### config.mk
export PLATFORM = sky130hd
export DESIGN_NAME = mem_lut_arbiter
export DESIGN_NICKNAME = d
export VERILOG_FILES = /design/src/rtl/mem_lut_pkg.sv /design/src/rtl/mem_lut_rr_arb.sv /design/src/rtl/mem_lut_arbiter.sv
export SDC_FILE = /design/constraint.sdc
export NUM_CORES = 1
export LEC_CHECK = 0
export CAP_MARGIN = 40
export CORE_ASPECT_RATIO = 0.8
export CORE_MARGIN = 2
export CORE_UTILIZATION = 68
export CTS_BUF_LIST = sky130_fd_sc_hd__clkbuf_2
export DETAILED_ROUTE_END_ITERATION = 6
export GPL_ROUTABILITY_DRIVEN = 0
export MAX_ROUTING_LAYER = met4
export PLACE_DENSITY = 0.9
export SYNTH_ARGS = -nofsm -noshare
export SYNTH_HDL_FRONTEND = slang
export SYNTH_SLANG_ARGS = --single-unit
### constraint.sdc
create_clock -name clk -period 8.6 [get_ports clk]
set_input_delay 1.29 -clock clk [delete_from_list [all_inputs] [get_ports clk]]
set_output_delay 1.29 -clock clk [all_outputs]
set_load 0.01 [all_outputs]
### src/rtl/mem_lut_pkg.sv
// ============================================================================
// Module : mem_lut_pkg
// Brief  : Shared constants, FSM state type and default table contents for
//          the data-memory address LUT.
// Rev    : 1.0
// ============================================================================
`default_nettype none

package mem_lut_pkg;

    localparam int IDX_W  = 5;
    localparam int DATA_W = 8;
    localparam int DEPTH  = 32;

    typedef enum logic [0:0] {
        ST_INIT = 1'b0,
        ST_RUN  = 1'b1
    } state_e;

    // Power-on contents that the table is loaded with after every reset.
    function automatic logic [DATA_W-1:0] default_entry(input logic [IDX_W-1:0] idx);
        logic [DATA_W-1:0] v;
        v = '0;
        if (idx <= IDX_W'(20)) begin
            v = DATA_W'(60) + DATA_W'(idx);
        end else if (idx == IDX_W'(30)) begin
            v = DATA_W'(31);
        end else if (idx == IDX_W'(31)) begin
            v = DATA_W'(32);
        end
        return v;
    endfunction

endpackage

`default_nettype wire

### src/rtl/mem_lut_rr_arb.sv
// ============================================================================
// Module : mem_lut_rr_arb
// Brief  : Two-way round-robin arbiter; bit 0 = requester A, bit 1 = B.
// Rev    : 1.0
// ============================================================================
`default_nettype none

module mem_lut_rr_arb (
    input  logic       clk,
    input  logic       reset,
    input  logic       en,
    input  logic [1:0] req,
    output logic [1:0] gnt
);

    // Set when B was the most recent winner, so A wins the first tie.
    logic last_b_q;
    logic last_b_d;

    always_comb begin
        gnt      = 2'b00;
        last_b_d = last_b_q;
        if (en) begin
            if (req == 2'b11) begin
                gnt = last_b_q ? 2'b01 : 2'b10;
            end else begin
                gnt = req;
            end
            if (|gnt) begin
                last_b_d = gnt[1];
            end
        end
    end

    always_ff @(posedge clk) begin
        if (reset) begin
            last_b_q <= 1'b1;
        end else begin
            last_b_q <= last_b_d;
        end
    end

endmodule

`default_nettype wire

### src/rtl/mem_lut_arbiter.sv
// ============================================================================
// Module : mem_lut_arbiter
// Brief  : Register-based 32x8 address table with default load and a single
//          access slot shared by cfg writes and two round-robin readers.
//          Optional macro MEM_LUT_STALL_CNT_EN adds a saturating stall counter.
// Rev    : 1.0
// ============================================================================
`default_nettype none

module mem_lut_arbiter #(
    parameter int IDX_W  = mem_lut_pkg::IDX_W,
    parameter int DATA_W = mem_lut_pkg::DATA_W,
    parameter int DEPTH  = mem_lut_pkg::DEPTH
) (
    input  logic              clk,
    input  logic              reset,
    input  logic              a_req,
    input  logic [IDX_W-1:0]  a_idx,
    output logic              a_gnt,
    output logic              a_rvalid,
    output logic [DATA_W-1:0] a_rdata,
    input  logic              b_req,
    input  logic [IDX_W-1:0]  b_idx,
    output logic              b_gnt,
    output logic              b_rvalid,
    output logic [DATA_W-1:0] b_rdata,
    input  logic              cfg_we,
    input  logic [IDX_W-1:0]  cfg_idx,
    input  logic [DATA_W-1:0] cfg_data,
    output logic              cfg_ack,
`ifdef MEM_LUT_STALL_CNT_EN
    output logic [7:0]        stall_cnt,
`endif
    output logic              init_busy
);

    import mem_lut_pkg::*;

    state_e             state_q;
    state_e             state_d;
    logic [IDX_W:0]     cnt_q;
    logic [IDX_W:0]     cnt_d;
    logic [DATA_W-1:0]  mem_q [DEPTH];
    logic               run;
    logic [1:0]         gnt;
    logic               tbl_we;
    logic [IDX_W-1:0]   tbl_waddr;
    logic [DATA_W-1:0]  tbl_wdata;
    logic               a_rvalid_q;
    logic               b_rvalid_q;
    logic [DATA_W-1:0]  a_rdata_q;
    logic [DATA_W-1:0]  b_rdata_q;

    assign run       = (state_q == ST_RUN);
    assign cfg_ack   = run && cfg_we;
    assign init_busy = (state_q == ST_INIT);
    assign a_gnt     = gnt[0];
    assign b_gnt     = gnt[1];

    mem_lut_rr_arb u_rr_arb (
        .clk   (clk),
        .reset (reset),
        .en    (run && !cfg_we),
        .req   ({b_req, a_req}),
        .gnt   (gnt)
    );

    always_comb begin
        state_d = state_q;
        cnt_d   = cnt_q;
        case (state_q)
            ST_INIT: begin
                cnt_d = cnt_q + (IDX_W+1)'(1);
                if (cnt_q == (IDX_W+1)'(DEPTH-1)) begin
                    state_d = ST_RUN;
                end
            end
            ST_RUN: begin
                state_d = ST_RUN;
            end
            default: begin
                state_d = ST_INIT;
            end
        endcase
    end

    always_ff @(posedge clk) begin
        if (reset) begin
            state_q <= ST_INIT;
            cnt_q   <= '0;
        end else begin
            state_q <= state_d;
            cnt_q   <= cnt_d;
        end
    end

    // Default load and cfg writes share the single write port; never both at once.
    always_comb begin
        tbl_we    = 1'b0;
        tbl_waddr = cfg_idx;
        tbl_wdata = cfg_data;
        if (!reset) begin
            if (state_q == ST_INIT) begin
                tbl_we    = 1'b1;
                tbl_waddr = cnt_q[IDX_W-1:0];
                tbl_wdata = default_entry(cnt_q[IDX_W-1:0]);
            end else if (cfg_we) begin
                tbl_we = 1'b1;
            end
        end
    end

    always_ff @(posedge clk) begin
        if (tbl_we) begin
            mem_q[tbl_waddr] <= tbl_wdata;
        end
    end

    always_ff @(posedge clk) begin
        if (reset) begin
            a_rvalid_q <= 1'b0;
            b_rvalid_q <= 1'b0;
            a_rdata_q  <= '0;
            b_rdata_q  <= '0;
        end else begin
            a_rvalid_q <= gnt[0];
            b_rvalid_q <= gnt[1];
            if (gnt[0]) begin
                a_rdata_q <= mem_q[a_idx];
            end
            if (gnt[1]) begin
                b_rdata_q <= mem_q[b_idx];
            end
        end
    end

    assign a_rvalid = a_rvalid_q;
    assign b_rvalid = b_rvalid_q;
    assign a_rdata  = a_rdata_q;
    assign b_rdata  = b_rdata_q;

`ifdef MEM_LUT_STALL_CNT_EN
    logic [7:0] stall_cnt_q;
    logic       stall_ev;

    assign stall_ev = run && ((a_req && !gnt[0]) || (b_req && !gnt[1]));

    always_ff @(posedge clk) begin
        if (reset) begin
            stall_cnt_q <= '0;
        end else if (stall_ev && (stall_cnt_q != 8'hFF)) begin
            stall_cnt_q <= stall_cnt_q + 8'd1;
        end
    end

    assign stall_cnt = stall_cnt_q;
`endif

endmodule

`default_nettype wire

Yosys cells after proc, flatten, opt, wreduce, memory -nomap -nowiden. Memories as Yosys holds them, arrays and structs flattened. A register that Yosys moved wholly into a read port is not among the register bits. Cells that the tools add are included.

Memories: 1. Bits in writable memories: 256. Output and inout port bits: 22. Flip-flop bits (word level): 10.

Memory list: mem_q (depth 32, bits a word 8, read ports 2, clocked after Yosys merged registers in 2, wr ports 1, RTL line mem_lut_arbiter.sv:43) `logic [DATA_W-1:0] mem_q [DEPTH];`.

Reduce and logical (&&, ||, !) cells: 5. Bitwise operators: 1. Equality and inequality tests: 4. Mux-type cells: 18. Order comparisons: 1. Add/subtract/negate cells: 2.

Operators by type and width (count): 8-bit two-way mux (2); 6-bit two-way mux (2); 5-bit equality test (second input constant) (2); 5-bit two-way mux (2); 2-bit two-way mux (4); 6-bit by 5-bit adder with 7-bit output (first input constant) (1); 7-bit two-way mux (1); 6-bit by 1-bit adder with 6-bit output (second input constant) (1); 6-bit by 5-bit equality test with 1-bit output (second input constant) (1); 1-bit two-way mux (6); 5-bit less-or-equal comparator (second input constant) (1); 2-bit equality test (second input constant) (1); 1-bit logical AND (2); 1-bit one-hot mux with 2 select lines (1); 2-bit AND reduction (1); 2-bit OR reduction (1); 1-bit zero test (1); 1-bit inverter (1).

Depth between registers and ports, before layout.
Depth after elaboration: 6. Gate-level depth with buffers: 9. Gate-level depth less buffers: 6.

Cells and area by module. From an unflattened synthesis, not the netlist that was laid out.

Cells, all modules: 999. Area, all modules: 13619.3 µm².

By module, submodules not included: mem_lut_arbiter (cells each 991, area an instance 13560.5 µm², times used 1); mem_lut_rr_arb (cells each 8, area an instance 58.8 µm², times used 1).

Least setup slack after synthesis. Ideal clock, no wire load.

Path type: input -> register. Start point: input port reset. End point: memory mem_q[0][6] (data pin). Stages: 3. Setup slack: 4.914 ns. Buffers on the path: 1. Data required time: 8.133 ns. Arrival: 3.219 ns. Cells stage by stage: or2_2 -> clkbuf_1 -> o31ai_1.

Longest elaborated chain between the ends: 1.

Ends and longest elaborated chain: start, declared (RTL line mem_lut_arbiter.sv:16) `input logic reset,`; 8-bit two-way mux (RTL line mem_lut_arbiter.sv:102) `if (!reset) begin`; via tbl_wdata[6] (RTL line mem_lut_arbiter.sv:48) `logic [DATA_W-1:0] tbl_wdata;`; end, declared (RTL line mem_lut_arbiter.sv:43).

The timed path passes the listed nets, and every way through them passes these cells.

Final worst setup path.
Start point: input port reset. End point: memory mem_q[24][7], enable pin.

Longest elaborated chain between the ends: 3. Elaborated cells between the ends (all ways): 4.

Ends and longest elaborated chain: 1-bit two-way mux (RTL line mem_lut_arbiter.sv:102); 1-bit two-way mux (RTL line mem_lut_arbiter.sv:114) `if (tbl_we) begin`; 1-bit two-way mux (not written as such) (RTL line mem_lut_arbiter.sv:115) `mem_q[tbl_waddr] <= tbl_wdata;`.

Parallel ways exist; a longest one is shown, timed or not.

==> impl_table.tex <==
\begin{tabular}{lr}
\hline
Metric & Value \\
\hline
\multicolumn{2}{l}{\textbf{Routing}} \\
Routed WL & 37,000 um \\
First-iteration detailed-routing DRC count & 1,691 \\
Antenna viol nets, final & 0 \\
Number of vias in the routed layout & just over 9,000 \\
Vias/cell & 7.05 \\
Routed length per instance & 28.0 um \\
Post-detailed-route DRC marker count & 0 \\
First-pass iteration count of the detailed router & 6 \\
\multicolumn{2}{l}{\textbf{Clock network}} \\
Post-cts hold buffer count & 0 \\
Clock Tree Root & clkbuf\_2 \\
TritonCTS clock tree & yes \\
Resized cells post-CTS & 0 \\
Setup Fix Bufs, Post-CTS & 0 \\
Worst skew pair latency & 0.87 ns \\
Maximum clock insertion buffer count & 3 \\
Clk pin slew, worst setup/hold paths & 0.11 ns \\
Clock buffer count from CTS & 66 \\
TritonCTS sink count & 282 \\
H-tree Lvls & 3 \\
\multicolumn{2}{l}{\textbf{Placement}} \\
Count of input and output buffers & 49 \\
Placed wire-length estimate & 23,700 um \\
\multicolumn{2}{l}{\textbf{Synthesis}} \\
Leading register cell type out of synthesis & edfxtp\_1 \\
Syn Std Cell Area & 13,500 sq um \\
Warnings from Yosys & 0 \\
Portion of the post-synthesis area used by sequential elements & 0.607 \\
Cell count after synthesis & about 940 \\
Post-Synthesis Mean Instance Area & 14.4 sq um \\
Share of synthesized registers carrying an async set or reset & 0 \\
Syn\_nets & 975 \\
Synth unique cells & 41 \\
Synthesis-stage register bit count & 282 \\
Post-synth EDFFs & 256 \\
\multicolumn{2}{l}{\textbf{Worst setup path}} \\
Internal reg-to-reg setup slack & 5.19 ns \\
Critical path class & input port to flip-flop \\
Endpoint of the worst setup timing path & mem\_q[24][7] \\
Worst setup SP type & input port \\
Critical path launch point & reset \\
Critical Path Fanout Max & 23 \\
Critical R2R Capture & mem\_q[24][7] \\
FF-to-FF path depth & 5 \\
Data arrival time of the critical path & 4.84 ns \\
Origin of the critical flop-to-flop path & run \\
Endpoint kind of the worst setup timing path & flip-flop \\
Worst endpoint required time & 9.04 ns \\
\multicolumn{2}{l}{\textbf{Die}} \\
Number of core rows & 46 \\
Initial Util & 0.687 \\
Ports & 50 \\
Die ar. & 21,000 sq um \\
DIE WIDTH & 162 um \\
Vertical die dimension & 130 um \\
Area inside the core boundary & 19,700 sq um \\
\multicolumn{2}{l}{\textbf{Job}} \\
Reported max-cap violation count & 0 \\
\multicolumn{2}{l}{\textbf{Finish}} \\
Total area of sequential cells & 8210 sq um \\
FILL cells & 1,188 \\
Fraction of final layout cells with drive strength greater than 1 & 0.171 \\
Area used by multi-input combinational logic & 4940 sq um \\
Count of nets after finishing & 1,045 \\
Area overhead of the layout relative to synthesis & 9.92\% \\
\multicolumn{2}{l}{\textbf{Outcome}} \\
Outcome & finished clean \\
\multicolumn{2}{l}{\textbf{STA}} \\
Unrepaired setup endpoints after global routing & no \\
Worst Hold Margin & 0.500 ns \\
Accumulated negative setup slack & 0 ns \\
Setup Viol. Count Final & 0 \\
Least-Margin Pin Slew & 1.10 ns \\
Max Clock Freq & around 230 MHz \\
Final-report max-slew violation count & 0 \\
Final Cycle Share & 0.512 \\
Shortest clock period the worst path allows after layout & 4.40 ns \\
Headroom to the max-slew limit & 0.260 \\
Endpoints failing hold & 0 \\
Final Skew & 0.0704 ns \\
\multicolumn{2}{l}{\textbf{Min path}} \\
Class of the most critical hold timing path & flip-flop to flip-flop \\
\multicolumn{2}{l}{\textbf{GRT}} \\
Total GRT Usage & 0.369 \\
First-pass GRT wire length & 54,600 um \\
Number of antenna violations at the first check in global routing & 1 \\
Via count of the first global-routing pass & 9,097 \\
Gr ovfl total & 0 \\
Pin count of the biggest net entering global routing & 60 \\
\multicolumn{2}{l}{\textbf{Power and ir drop}} \\
P per Cell Area & about 190 nW/um\^{}2 \\
Maximum vdd drop & 0.176 mV \\
PnR Total Power & 2.75 mW \\
Leakage power & 5.37 nW \\
\hline
\end{tabular}
[stage by stage]
step            util  worst slack [ns]  area, sq um  cells
2_1_floorplan      -              4.91        13500    939
3_3_place_gp   0.718              3.82        14100   1201
3_5_place_dp   0.722              3.62        14200   1205
4_1_cts        0.755              4.47        14900   1319
5_1_grt        0.756              4.25        14900   1320
6_report       0.756              4.20        14900   1320
[layout by cell type, fill, tap and decap left out, types with 17 or more instances in the layout]
cell type	n
nand2_1	32
clkbuf_2	97
dfxtp_1	26
buf_4	17
clkdlybuf4s50_1	47
mux4_2	32
a21oi_1	57
a22oi_1	83
mux2i_1	196
edfxtp_1	256
nor2_1	52
[sequential cells by signal (all words and copies together) (netlist names)]
register           flops
mem_q                256
a_rdata                8
b_rvalid               1
u_rr_arb.last_b_q      1
run                    1
a_rvalid               1
cnt_q                  6
b_rdata                8
[cell usage after synthesis (6+ instances only)]
master      n  area, sq um
nor2b_1    13         81.3
a22oi_1    83          623
edfxtp_1  256         7690
or4_1       8         60.1
a211oi_1   14          105
a221oi_1    8         70.1
o41ai_1     6         52.6
dfxtp_1    26          521
nand2_1    32          120
ha_1        8          100
mux4_2     32          721
a22o_1      8         70.1
buf_4      14          105
clkbuf_1   37          139
mux2i_1   196         1960
mux2_2     10          113
o21ai_0     6         30.0
buf_6       9          101
nand3_1     6         30.0
a21oi_1    58          290
nor2_1     53          199
inv_1       9         33.8
[where the power goes]
group | switching (mW) | leakage [nW] | internal [mW] | total, mW
Combinational | 0.180 | 2.37 | 0.0976 | 0.278
Clock | 0.529 | 0.492 | 0.419 | 0.948
Sequential | 0.00792 | 2.51 | 1.52 | 1.53
Total | 0.717 | 5.37 | 2.04 | 2.75
[worst max-delay path, cell delays in order]
cell	delay, ns
clkdlybuf4s50_1	0.84
or2_2	0.62
nand2_1	0.13
a21boi_0	0.87
nand2_1	0.39
nor2_1	0.69
[layout make-up]
cell class                 instances  share of cell area
antenna                            1            0.000168
clock buffer                      97              0.0326
clock inverter                    17              0.0116
inverter                           9             0.00227
multi-input combinational        580               0.332
sequential                       282               0.552
tap                              264              0.0222
timing repair buffer              70              0.0471
[routing by layer]
| layer | share of wire | track usage | vias up | routed length (um) |
|---|---|---|---|---|
| li1 | - | - | 3909 | - |
| met2 | 0.46 | 0.557 | 767 | 16900 |
| met1 | 0.36 | 0.472 | 4467 | 13500 |
| met5 | 0 | - | - | 0 |
| met3 | 0.13 | 0.107 | 169 | 4800 |
| met4 | 0.051 | 0.168 | 0 | 1870 |
[how the worst min path moves through the flow]
| stage | slack, ns | cells after the start | from | to |
|---|---|---|---|---|
| 6_report | 0.50 | 2 | b_rdata[5] | b_rdata[5] |
| 5_1_grt | 0.51 | 2 | b_rdata[2] | b_rdata[2] |
| 4_1_cts | 0.48 | 2 | b_rdata[2] | b_rdata[2] |
| 3_5_place_dp | 0.46 | 2 | b_rdata[2] | b_rdata[2] |
| 3_3_place_gp | 0.47 | 2 | b_rdata[2] | b_rdata[2] |
| 2_1_floorplan | 0.45 | 2 | cnt_q[5] | cnt_q[5] |
[logic make-up after synthesis]
group,synth area share
buffers and inverters,0.0305
XOR/XNOR,0.00194
multiplexers,0.207
AND/OR/NAND/NOR,0.0462
flip-flops,0.607
adder cells (fa/ha/maj),0.00740
AO/OA/AOI/OAI,0.101
No activity file was read; power rests on OpenSTA's default activity.
